**config.mk**
```make
export PLATFORM = sky130hd
export DESIGN_NAME = vga_sprite_scheduler
export DESIGN_NICKNAME = d
export VERILOG_FILES = /design/src/rtl/vga_pkg.sv /design/src/rtl/vga_sprite_hit.sv /design/src/rtl/vga_sprite_scheduler.sv
export SDC_FILE = /design/constraint.sdc
export NUM_CORES = 1
export LEC_CHECK = 0
export ABC_AREA = 1
export BUFFER_PORTS_ARGS = -buffer_cell sky130_fd_sc_hd__buf_2
export CAP_MARGIN = 20
export CORE_MARGIN = 2
export CORE_UTILIZATION = 43
export CTS_CLUSTER_SIZE = 20
export DETAILED_ROUTE_END_ITERATION = 6
export GPL_TIMING_DRIVEN = 0
export PLACE_DENSITY = 0.56
export SLEW_MARGIN = 0
export SYNTH_ARGS = -nofsm -noshare
export SYNTH_HDL_FRONTEND = slang
export SYNTH_SLANG_ARGS = --single-unit
export TNS_END_PERCENT = 50
```
**constraint.sdc**
```tcl
create_clock -name clk_i -period 3.1 [get_ports clk_i]
set_clock_uncertainty 0.2 [all_clocks]
set_input_delay 0.31 -clock clk_i [delete_from_list [all_inputs] [get_ports clk_i]]
set_output_delay 0.31 -clock clk_i [all_outputs]
set_load 0.02 [all_outputs]
```
**src/rtl/vga_pkg.sv**
```systemverilog
// Shared VGA constants: active-area geometry, coordinate widths and colour field slices.
package vga_pkg;
  localparam int H_ACTIVE = 1280;
  localparam int V_ACTIVE = 800;
  localparam int X_W      = 11;
  localparam int Y_W      = 10;
  localparam int RGB_W    = 12;
  localparam int R_HI = 11, R_LO = 8;
  localparam int G_HI = 7,  G_LO = 4;
  localparam int B_HI = 3,  B_LO = 0;
endpackage

```
**src/rtl/vga_sprite_hit.sv**
```systemverilog
// Combinational rectangle test for one sprite against the current pixel.
module vga_sprite_hit
  import vga_pkg::*;
#(
  parameter int SPR_W = 64,
  parameter int SPR_H = 64
) (
  input  logic           en_i,
  input  logic [X_W-1:0] x_i,
  input  logic [Y_W-1:0] y_i,
  input  logic [X_W-1:0] curr_x_i,
  input  logic [Y_W-1:0] curr_y_i,
  output logic           hit_o
);
  // One extra bit so right/bottom ends never wrap; off-screen parts just clip.
  logic [X_W:0] x_end;
  logic [Y_W:0] y_end;

  assign x_end = {1'b0, x_i} + (X_W+1)'(SPR_W);
  assign y_end = {1'b0, y_i} + (Y_W+1)'(SPR_H);

  assign hit_o = en_i
               & (curr_x_i >= x_i) & ({1'b0, curr_x_i} < x_end)
               & (curr_y_i >= y_i) & ({1'b0, curr_y_i} < y_end);
endmodule

```
**src/rtl/vga_sprite_scheduler.sv**
```systemverilog
// Sprite compositor: shadow config regs committed to the active set on vsync rise,
// per-sprite hit test, fixed-priority pick and a registered colour output.
module vga_sprite_scheduler
  import vga_pkg::*;
#(
  parameter int N_SPR = 4,
  parameter int SPR_W = 64,
  parameter int SPR_H = 64,
  parameter int IDW   = 3
) (
  input  logic             clk_i,
  input  logic             rst_n_i,
  input  logic             vsync_i,
  input  logic [X_W-1:0]   curr_x_i,
  input  logic [Y_W-1:0]   curr_y_i,
  input  logic             cfg_valid_i,
  output logic             cfg_ready_o,
  input  logic [IDW-1:0]   cfg_sel_i,
  input  logic             cfg_en_i,
  input  logic [X_W-1:0]   cfg_x_i,
  input  logic [Y_W-1:0]   cfg_y_i,
  input  logic [RGB_W-1:0] cfg_rgb_i,
  output logic [RGB_W-1:0] pix_rgb_o,
  output logic             hit_valid_o,
  output logic [IDW-1:0]   hit_id_o,
  output logic [7:0]       frame_cnt_o
);
  logic [N_SPR-1:0]             sh_en_q, act_en_q;
  logic [N_SPR-1:0][X_W-1:0]    sh_x_q, act_x_q;
  logic [N_SPR-1:0][Y_W-1:0]    sh_y_q, act_y_q;
  logic [N_SPR-1:0][RGB_W-1:0]  sh_rgb_q, act_rgb_q;
  logic [RGB_W-1:0]             sh_bg_q, act_bg_q;
  logic                         vsync_q, rdy_q;
  logic [7:0]                   frame_cnt_q;
  logic [RGB_W-1:0]             pix_q;
  logic                         hv_q;
  logic [IDW-1:0]               hid_q;

  logic             commit, wr;
  logic [N_SPR-1:0] hit;
  logic             win_hit_d;
  logic [IDW-1:0]   win_id_d;
  logic [RGB_W-1:0] win_rgb_d;

  assign commit      = ~vsync_q & vsync_i;
  assign cfg_ready_o = rdy_q & ~commit;
  assign wr          = cfg_valid_i & cfg_ready_o;

  for (genvar i = 0; i < N_SPR; i++) begin : g_hit
    vga_sprite_hit #(.SPR_W(SPR_W), .SPR_H(SPR_H)) u_hit (
      .en_i     (act_en_q[i]),
      .x_i      (act_x_q[i]),
      .y_i      (act_y_q[i]),
      .curr_x_i (curr_x_i),
      .curr_y_i (curr_y_i),
      .hit_o    (hit[i])
    );
  end

  // Walk downwards so the lowest hitting index is the last (winning) assignment.
  always_comb begin
    win_hit_d = 1'b0;
    win_id_d  = '0;
    win_rgb_d = act_bg_q;
    for (int i = N_SPR-1; i >= 0; i--) begin
      if (hit[i]) begin
        win_hit_d = 1'b1;
        win_id_d  = IDW'(i);
        win_rgb_d = act_rgb_q[i];
      end
    end
  end

  always_ff @(posedge clk_i) begin
    if (!rst_n_i) begin
      sh_en_q <= '0; sh_x_q <= '0; sh_y_q <= '0; sh_rgb_q <= '0; sh_bg_q <= '0;
      act_en_q <= '0; act_x_q <= '0; act_y_q <= '0; act_rgb_q <= '0; act_bg_q <= '0;
      vsync_q <= 1'b0; rdy_q <= 1'b0; frame_cnt_q <= '0;
      pix_q <= '0; hv_q <= 1'b0; hid_q <= '0;
    end else begin
      vsync_q <= vsync_i;
      rdy_q   <= 1'b1;
      // Pixel path sees the pre-commit active set on a commit edge.
      pix_q   <= win_rgb_d;
      hv_q    <= win_hit_d;
      hid_q   <= win_id_d;
      if (commit) begin
        act_en_q    <= sh_en_q;
        act_x_q     <= sh_x_q;
        act_y_q     <= sh_y_q;
        act_rgb_q   <= sh_rgb_q;
        act_bg_q    <= sh_bg_q;
        frame_cnt_q <= frame_cnt_q + 8'd1;
      end
      for (int i = 0; i < N_SPR; i++) begin
        if (wr && cfg_sel_i == IDW'(i)) begin
          sh_en_q[i]  <= cfg_en_i;
          sh_x_q[i]   <= cfg_x_i;
          sh_y_q[i]   <= cfg_y_i;
          sh_rgb_q[i] <= cfg_rgb_i;
        end
      end
      if (wr && cfg_sel_i == IDW'(N_SPR)) sh_bg_q <= cfg_rgb_i;
    end
  end

  assign pix_rgb_o   = pix_q;
  assign hit_valid_o = hv_q;
  assign hit_id_o    = hid_q;
  assign frame_cnt_o = frame_cnt_q;
endmodule

```
==> results of run 1 <==
state kept, by name, indices dropped and copies added (netlist names):
register / cells
sh_rgb_q: 48
sh_x_q: 44
act_en_q: 4
frame_cnt_o: 8
act_rgb_q: 48
pix_rgb_o: 12
act_x_q: 44
sh_y_q: 40
hit_valid_o: 1
sh_bg_q: 12
hit_id_o: 2
rdy_q: 1
sh_en_q: 4
vsync_q: 1
act_bg_q: 12
act_y_q: 40
critical path: stages (launching register included):
cell	delay, ns
dfxtp_1	0.34
ha_1	0.23
xnor2_1	0.13
ha_1	0.29
a21o_1	0.16
nand3_1	0.06
nand2_1	0.05
nor2_1	0.09
nand3_1	0.25
nor2_4	0.25
nand2_2	0.16
buf_4	0.22
nand3_1	0.10
nand3_1	0.12
nand2_1	0.09
a21oi_1	0.09
cells by family after synthesis:
group / count (synthesis)
AND/OR/NAND/NOR: 833
adder cells (fa/ha/maj): 129
AO/OA/AOI/OAI: 499
XOR/XNOR: 17
other: 1
buffers and inverters: 279
flip-flops: 321
synthesized netlist by cell type, drive strengths merged (2+ instances only):
cell / count / area share, %
a211oi: 2 / 0.098
dfxtp: 321 / 42
o211ai: 3 / 0.15
inv: 171 / 4.2
o21bai: 2 / 0.098
o21a: 6 / 0.29
nor3: 14 / 0.68
nand3: 88 / 3.0
a21boi: 3 / 0.15
nand2: 186 / 4.6
xor2: 9 / 0.51
a21o: 4 / 0.20
nor4: 4 / 0.16
and3: 3 / 0.12
buf: 13 / 0.65
a21oi: 150 / 5.1
a31oi: 2 / 0.082
nand4: 28 / 1.1
ha: 129 / 11
nor2: 506 / 13
clkbuf: 94 / 2.3
o21ai: 326 / 11
xnor2: 8 / 0.46
nand3b: 2 / 0.098
layout make-up:
type,instances,area share [%]
Timing Repair Buffer,124,4.50
Clock buffer,53,6.07
Sequential cell,321,35.8
Multi-Input combinational cell,1479,43.6
Tap cell,461,3.21
Buffer,107,2.54
Antenna cell,2,0.0279
Inverter,172,3.62
Clock inverter,11,0.641
timing repair:
item,CTS,global route
pin swaps,0,1
cloned,0,0
gates resized for setup,1,9
hold buffers,36,0
buffers inserted,0,3
endpoints found under the setup margin,10,59
hold endpoints to repair,142,0
per-layer routing:
layer	up-vias	track usage, %	share of wire (%)
met2	324	42.9	45
met5	-	0	0
met4	0	8.46	3.2
met1	6569	34.3	46
li1	7172	-	-
met3	78	4.20	5.4
power groups by stage:
stage,Sequential (mW),Clock (mW),Combinational (mW)
3_3_place_gp,4.48,0,1.23
2_1_floorplan,4.46,0,0.813
3_5_place_dp,4.48,0,1.25
6_report,4.39,4.34,1.31
5_1_grt,4.41,4.57,1.49
4_1_cts,4.39,4.40,1.30
final timing paths:
kind                                                    end  slack [ns]  depth (start not counted)
worst min-delay path                sh_x_q[12]$_SDFFE_PN0P_        0.06                          4
worst max register to register      pix_rgb_o[2]$_SDFF_PN0_        0.17                         15
worst min register to register  frame_cnt_o[7]$_SDFFE_PN0P_        0.26                          1
worst max-delay path                pix_rgb_o[2]$_SDFF_PN0_        0.17                         15
metrics by stage:
step	setup TNS, ns	setup WS (ns)	hold WS (ns)	power [mW]	cells
global route	-0.00369	-0.00369	0.0611	10.5	2729
detailed placement	-0.212	-0.0761	0.246	5.73	2625
CTS	0	0.0943	0.0355	10.1	2725
floorplan	0	0.774	0.138	5.27	2079
finish	0	0.170	0.0554	10.0	2730
global placement	-0.0612	-0.0419	0.243	5.71	2625
==> results.yml, run 1 <==
clock_tree:
  root_buffer: "clkbuf_16"
  cts_buffers: 37
  cts_max_level: 2
  cts.clk_slew.worst_paths_ns: 0.06
  clock-sinks: 321
  worstSkewPairLatency_ns: 0.53
  clockBufferDepth: 3
  cts_tree: "yes"
power_and_ir_drop:
  vdd_drop_max_mv: 0.437
  seq_power_share_pct: 43.8
  power_frac_clock_pct: 43.2
  power.switching_mw: 2.69
  p_leak_nw: 8.02
  cellPowerDensity_mw_per_mm2: 559
  combPwrFrac_pct: 13.0
  p_int_mw: 7.35
  switching_share_pct: 26.8
finish:
  seq_area_sq_mm: 0.00643
  final_common_cell: "nor2_1"
  drive_above_1_share_pct: 8.43
  n_fill_cell: 3540
  area_growth_syn_to_layout_pct: 17.1
  fin_nets: 2433
  utilization_pct: 50.8
  finalInstanceArea_sq_mm: 0.0179
  mostFrequentLayoutCells: "nor2_1, dfxtp_1, o21ai_0"
  multi_input_area_sq_mm: 0.00782
placed_design:
  port_buffers: 85
  place_hpwl_mm: 35.7
  placed_area_sq_mm: 0.0163
  gp_congestion: 0.878
grt:
  grt_use_total_pct: 25.9
  grt_pass1_wl_mm: 73.3
  grt_max_degree: 14
  grt_overflow: 0
  antenna_found_initial: 1
  grt_pass1_vias: 13163
yosys:
  synthCells: 2079
  synthSimpleGateAreaFrac_pct: 22.5
  synth-edff-count: 0
  yosys_warnings: 0
  syn_area_per_cell_sq_um: 7.37
  synth-compound-area-share_pct: 16.8
  synth_area_sq_mm: 0.0153
  synthArstFlopShare_pct: 0
  syn_nets: 2270
  ys_seq_elements: 321
  synth_xor_xnor_area_share_pct: 0.972
  yosys.area_share.adder_pct: 10.5
  ys_types: 41
  synth_ff_type: "dfxtp_1"
  yosysSeqAreaShare_pct: 41.9
  synthMuxAreaShare_pct: 0
  synth_top_family_by_area: "simple AND/OR/NAND/NOR gates"
timing:
  rsz0062_at_grt: "yes"
  finalSetupViolations: 0
  hold_violations: 0
  fmax_mhz: 341
  timing.final.crit_period_ns: 2.93
  drv_slew: 0
  period_share_pct: 94.5
  slew_headroom_pct: 43.7
  tightest_slew_ns: 0.844
worst_setup_path:
  worst-path-max-fanout: 10
  worstPathArrival_ns: 3.14
  cp-end-kind: "flop"
  startpoint_type: "flop"
  crit_type: "reg -> reg"
  r2r_start: "act_y_q[26]$_SDFFE_PN0P_"
  cp.required_ns: 3.31
  startpoint: "act_y_q[26]$_SDFFE_PN0P_"
route:
  routed_wl_mm: 47.9
  dr_total_vias: 14143
  firstDrtPassIters: 5
  drcViolationCount: 0
  drtAntennaViolNets: 0
  drt-initial-drc-count: 840
  vias_per_cell: 5.18
  wl_per_cell_microns: 17.5
floorplan:
  coreArea_sq_mm: 0.0353
  start_util_pct: 43.4
  die_area_sq_mm: 0.0372
  die_height_microns: 193
  std_cell_rows: 69
  io-pin-count: 87
  die_x_microns: 193
min_path:
  holdCritStartpoint: "cfg_sel_i[1]"
  min_path_type: "in -> reg"
outcome:
  status: "completed"
run:
  drv_cap: 0
Note: power is estimated with default switching activity, not from simulation.
==> run 2: changes to the inputs <==
--- a/config.mk
+++ b/config.mk
@@ -14,6 +14,7 @@
 export DETAILED_ROUTE_END_ITERATION = 6
 export GPL_TIMING_DRIVEN = 0
 export PLACE_DENSITY = 0.56
+export SKIP_CTS_REPAIR_TIMING = 1
 export SLEW_MARGIN = 0
 export SYNTH_ARGS = -nofsm -noshare
 export SYNTH_HDL_FRONTEND = slang
==> constraint.sdc (replaced) <==
create_clock -name clk_i -period 3.78 [get_ports clk_i]
set_clock_uncertainty 0.2 [all_clocks]
set_input_delay 0.378 -clock clk_i [delete_from_list [all_inputs] [get_ports clk_i]]
set_output_delay 0.378 -clock clk_i [all_outputs]
set_load 0.02 [all_outputs]
==> results.yml, run 2 (synthesized netlist as in run 1, its figures left out) <==
worst_setup_path:
  r2r_start: "act_x_q[28]$_SDFFE_PN0P_"
  rrSetupSlack_ns: 0.71
  cp.required_ns: 3.97
  crit_type: "in -> reg"
  worst-path-max-fanout: 10
  reg2reg_depth: 15
  worstPathArrival_ns: 3.30
  startpoint_type: "input pin"
  r2r-end: "pix_rgb_o[2]$_SDFF_PN0_"
  cp-end-kind: "flop"
floorplan:
  coreArea_sq_mm: 0.0353
  die_area_sq_mm: 0.0372
  std_cell_rows: 69
  die_height_microns: 193
  io-pin-count: 87
  die_x_microns: 193
  start_util_pct: 43.4
route:
  wl_per_cell_microns: 17.7
  wl_met1_mm: 22.2
  drcViolationCount: 0
  drt-initial-drc-count: 839
  dr_total_vias: 14061
  routed_wl_mm: 47.7
  firstDrtPassIters: 5
  dr_wl_met3_mm: 2.66
  topRoutingLayerUsed: "met4"
  vias_per_cell: 5.20
  drtAntennaViolNets: 0
  wl_met2_mm: 21.5
clock_tree:
  cts_buffers: 37
  worstSkewPairLatency_ns: 0.53
  clockBufferDepth: 3
  clock-sinks: 321
  cts_tree: "yes"
  cts_max_level: 2
  cts.clk_slew.worst_paths_ns: 0.05
  root_buffer: "clkbuf_16"
timing:
  fin_setup_tns_ns: 0
  whs_ns: -0.0315
  rsz0062_at_grt: "no"
  period_share_pct: 82.4
  drv_slew: 0
  tightest_slew_ns: 0.824
  hold_violations: 12
  slew_headroom_pct: 45.0
  finalSetupViolations: 0
  fmax_mhz: 321
  timing.final.crit_period_ns: 3.12
  fin_ws_ns: 0.665
finish:
  drive_above_1_share_pct: 8.17
  final_cells: 2703
  final_common_cell: "nor2_1"
  area_growth_syn_to_layout_pct: 15.3
  finalInstanceArea_sq_mm: 0.0177
  n_fill_cell: 3580
  mostFrequentLayoutCells: "nor2_1, dfxtp_1, o21ai_0"
  fin_nets: 2407
  utilization_pct: 50.0
  reg_top3: "act_rgb_q x48, sh_rgb_q x48"
placed_design:
  gp_congestion: 0.878
  numPlacedInstances: 2625
  placed_area_sq_mm: 0.0163
  place_hpwl_mm: 35.7
  port_buffers: 85
  pre_cts_ws_ns: 0.604
outcome:
  status: "finished, violations left"
  violations: "negative hold slack"
grt:
  grt_overflow: 0
  grt_pass1_wl_mm: 72.9
  grt_max_degree: 14
  grt_pass1_vias: 12999
  grt_use_total_pct: 25.8
  antenna_found_initial: 0
min_path:
  holdCritStartpoint: "cfg_y_i[6]"
  min_to: "sh_y_q[26]$_SDFFE_PN0P_"
  whs_path_depth: 3
  min_path_type: "in -> reg"
run:
  drv_cap: 0
power_and_ir_drop:
  total_power_mw: 8.21
  p_leak_nw: 7.89
  cellPowerDensity_mw_per_mm2: 465
  vdd_drop_max_mv: 0.371
==> run 2: routing by layer <==
layer | vias up | global-route usage, %
met2 | 327 | 42.7
met3 | 76 | 4.27
met4 | 0 | 7.84
li1 | 7117 | -
met1 | 6541 | 34.3
met5 | - | 0
==> run 2: area by class of cell <==
type                            count  area, sq um  area share [%]
Antenna cell                        1         2.50          0.0142
Clock buffer                       53         1090            6.16
Multi-Input combinational cell   1479         7800            44.2
Tap cell                          461          577            3.27
Clock inverter                     11          115           0.652
Sequential cell                   321         6430            36.4
Inverter                          172          646            3.66
Timing Repair Buffer               98          556            3.15
Buffer                            107          452            2.56
==> run 2: critical path, stage by stage <==
cell and delay (ns):
dlygate4sd3_1 0.53, buf_2 0.16, inv_2 0.05, nor2_1 0.09, inv_1 0.15, clkbuf_1 0.65
clkbuf_1 0.58, clkbuf_1 0.55, a21oi_1 0.15
==> run 2: report_power, final <==
part / internal (mW) / total [mW] / switching [mW] / leakage [nW]
combinational: 0.355 / 1.05 / 0.693 / 4.68
sequential: 3.52 / 3.60 / 0.0834 / 2.62
clock: 2.14 / 3.56 / 1.43 / 0.594
==> run 2: worst max path at each step <==
stage	slack, ns	startpoint	endpoint
global placement	0.64	act_x_q[28]$_SDFFE_PN0P_	pix_rgb_o[2]$_SDFF_PN0_
detailed placement	0.60	act_x_q[28]$_SDFFE_PN0P_	pix_rgb_o[2]$_SDFF_PN0_
global route	0.51	vsync_i	act_x_q[24]$_SDFFE_PN0P_
floorplan	1.45	act_y_q[26]$_SDFFE_PN0P_	pix_rgb_o[10]$_SDFF_PN0_
finish	0.66	vsync_i	act_y_q[6]$_SDFFE_PN0P_
CTS	0.60	act_x_q[28]$_SDFFE_PN0P_	pix_rgb_o[2]$_SDFF_PN0_
==> run 3: changes to the inputs <==
--- a/config.mk
+++ b/config.mk
@@ -5,7 +5,7 @@
 export SDC_FILE = /design/constraint.sdc
 export NUM_CORES = 1
 export LEC_CHECK = 0
-export ABC_AREA = 1
+export ABC_AREA = 0
 export BUFFER_PORTS_ARGS = -buffer_cell sky130_fd_sc_hd__buf_2
 export CAP_MARGIN = 20
 export CORE_MARGIN = 2
==> constraint.sdc (replaced) <==
create_clock -name clk_i -period 2.88 [get_ports clk_i]
set_clock_uncertainty 0.2 [all_clocks]
set_input_delay 0.288 -clock clk_i [delete_from_list [all_inputs] [get_ports clk_i]]
set_output_delay 0.288 -clock clk_i [all_outputs]
set_load 0.02 [all_outputs]
==> results.yml, run 3 <==
outcome:
  status: "finished, violations left"
  violations: "negative setup slack"
finish:
  n_fill_cell: 3371
  area_growth_syn_to_layout_pct: 20.3
  final_cells: 2550
  reg_top3: "act_rgb_q x48, sh_rgb_q x48"
  final_common_cell: "nand2_1"
  antenna_cells: 0
  fin_nets: 2263
  finalInstanceArea_sq_mm: 0.0182
  utilization_pct: 52.6
  mostFrequentLayoutCells: "nand2_1, a21oi_1, dfxtp_1"
  drive_above_1_share_pct: 12.3
clock_tree:
  root_buffer: "clkbuf_16"
  cts_buffers: 36
  cts_max_level: 2
  clockBufferDepth: 3
  cts.clk_slew.worst_paths_ns: 0.06
  cts_tree: "yes"
  clock-sinks: 321
  worstSkewPairLatency_ns: 0.52
floorplan:
  die_x_microns: 192
  die_height_microns: 192
  coreArea_sq_mm: 0.0346
  die_area_sq_mm: 0.0367
  start_util_pct: 43.7
  io-pin-count: 87
  std_cell_rows: 68
route:
  vias_per_cell: 5.29
  drcViolationCount: 0
  routed_wl_mm: 46.6
  dr_total_vias: 13491
  firstDrtPassIters: 6
  wl_per_cell_microns: 18.3
  drt-initial-drc-count: 766
  drtAntennaViolNets: 0
yosys:
  synth.top_cell.area_share_pct: 42.5
  synth_area_sq_mm: 0.0151
  ys_top_cells_by_area: "dfxtp_1, nand2_1, ha_1, a21oi_1, inv_1"
  yosys_warnings: 0
  yosysMostFrequentCell: "nand2_1"
  yosys.area.top_type: "dfxtp_1"
  syn_nets: 2101
  synth-edff-count: 0
  synthCells: 1910
  synth.top_cells.by_count: "nand2_1, dfxtp_1, a21oi_1"
  ys_types: 68
  syn_area_per_cell_sq_um: 7.92
  synthArstFlopShare_pct: 0
  synth_ff_type: "dfxtp_1"
  yosysSeqAreaShare_pct: 42.5
  ys_seq_elements: 321
worst_setup_path:
  crit_type: "reg -> reg"
  cp_common_cell: "a21oi_4"
  worstPathArrival_ns: 3.62
  crit_slowest_cell: "or4b_4"
  cp.required_ns: 3.10
  startpoint_type: "flop"
  cp-end-kind: "flop"
  slowest_delay_ns: 0.67
  rrSetupSlack_ns: -0.52
  worst-path-max-fanout: 5
  path_cells: "ha_4 -> nand3_2 -> xnor2_1 -> ha_2 -> or4_4 -> a21oi_4 -> a21oi_4 -> or4b_4 -> buf_12 -> mux2_4 -> a32o_2"
placed_design:
  port_buffers: 83
  gp_congestion: 0.870
  numPlacedInstances: 2449
  placed_area_sq_mm: 0.0162
  place_hpwl_mm: 34.6
timing:
  drv_slew: 0
  tightest_slew_ns: 0.846
  rsz0062_at_grt: "yes"
  hold_violations: 0
  timing.final.crit_period_ns: 3.40
  finalSetupViolations: 15
  period_share_pct: 118
  slew_headroom_pct: 43.6
  fmax_mhz: 294
  fin_ws_ns: -0.519
grt:
  grt_overflow: 0
  grt_pass1_vias: 12546
  grt_max_degree: 15
  antenna_found_initial: 0
  grt_pass1_wl_mm: 70.5
  grt_use_total_pct: 25.1
power_and_ir_drop:
  total_power_mw: 9.76
  vdd_drop_max_mv: 0.477
  p_leak_nw: 6.52
  cellPowerDensity_mw_per_mm2: 536
min_path:
  min_path_type: "in -> reg"
run:
  drv_cap: 0
run 3: cell type report:
class	instances	area (sq um)	share of cell area (%)
buffer	109	490	2.69
clock buffer	51	1060	5.81
clock inverter	10	91.3	0.502
inverter	108	405	2.23
multi-input combinational	1366	8260	45.4
sequential	321	6450	35.4
tap	455	569	3.13
timing repair buffer	130	880	4.83
run 3: path summary, 6_finish.rpt:
| path | cells past startpoint | startpoint | to |
|---|---|---|---|
| worst max register to register | 11 | act_x_q[17]$_SDFFE_PN0P_ | pix_rgb_o[6]$_SDFF_PN0_ |
| worst min register to register | 2 | sh_rgb_q[35]$_SDFFE_PN0P_ | act_rgb_q[35]$_SDFFE_PN0P_ |
| worst max-delay path | 11 | act_x_q[17]$_SDFFE_PN0P_ | pix_rgb_o[6]$_SDFF_PN0_ |
| worst min-delay path | 5 | cfg_sel_i[0] | sh_x_q[36]$_SDFFE_PN0P_ |
run 3: critical path, delay by kind of cell, from the launching register on:
kind / cells / cell delay [ns]
XOR/XNOR: 1 / 0.14
multiplexers: 1 / 0.29
AO/OA/AOI/OAI: 3 / 0.52
buffers and inverters: 1 / 0.19
AND/OR/NAND/NOR: 3 / 1.24
flip-flops: 1 / 0.38
adder cells (fa/ha/maj): 2 / 0.33
run 3: power by group:
part / leakage, nW / internal [mW] / switching, mW
Clock: 0.569 / 2.65 / 1.84
Sequential: 2.59 / 4.47 / 0.0200
Combinational: 3.36 / 0.252 / 0.527
run 3: metal layers:
metal	up-vias	track usage, %	routed length, microns
li1	6777	-	-
met1	6363	33.6	21000
met2	275	41.9	22200
met3	76	3.14	1950
met4	0	8.34	1490
met5	-	0	0
run 3: cell families after synthesis:
kind of cell             after synthesis  share of synthesized area, %
AND/OR/NAND/NOR                      740                          20.3
other                                  1                        0.0248
flip-flops                           321                          42.5
AO/OA/AOI/OAI                        444                          17.3
adder cells (fa/ha/maj)              129                          10.7
XOR/XNOR                              27                          1.56
multiplexers                          25                          1.90
buffers and inverters                223                          5.79
run 3: per-stage QoR:
step	hold WS (ns)	setup slack (ns)	setup TNS, ns
after floorplan	0.116	-0.262	-2.23
after global placement	0.237	-0.932	-25.69
after detailed placement	0.243	-0.942	-30.52
after CTS	-0.214	-0.937	-25.55
after global routing	0.139	-0.605	-8.50
final	0.123	-0.519	-6.57
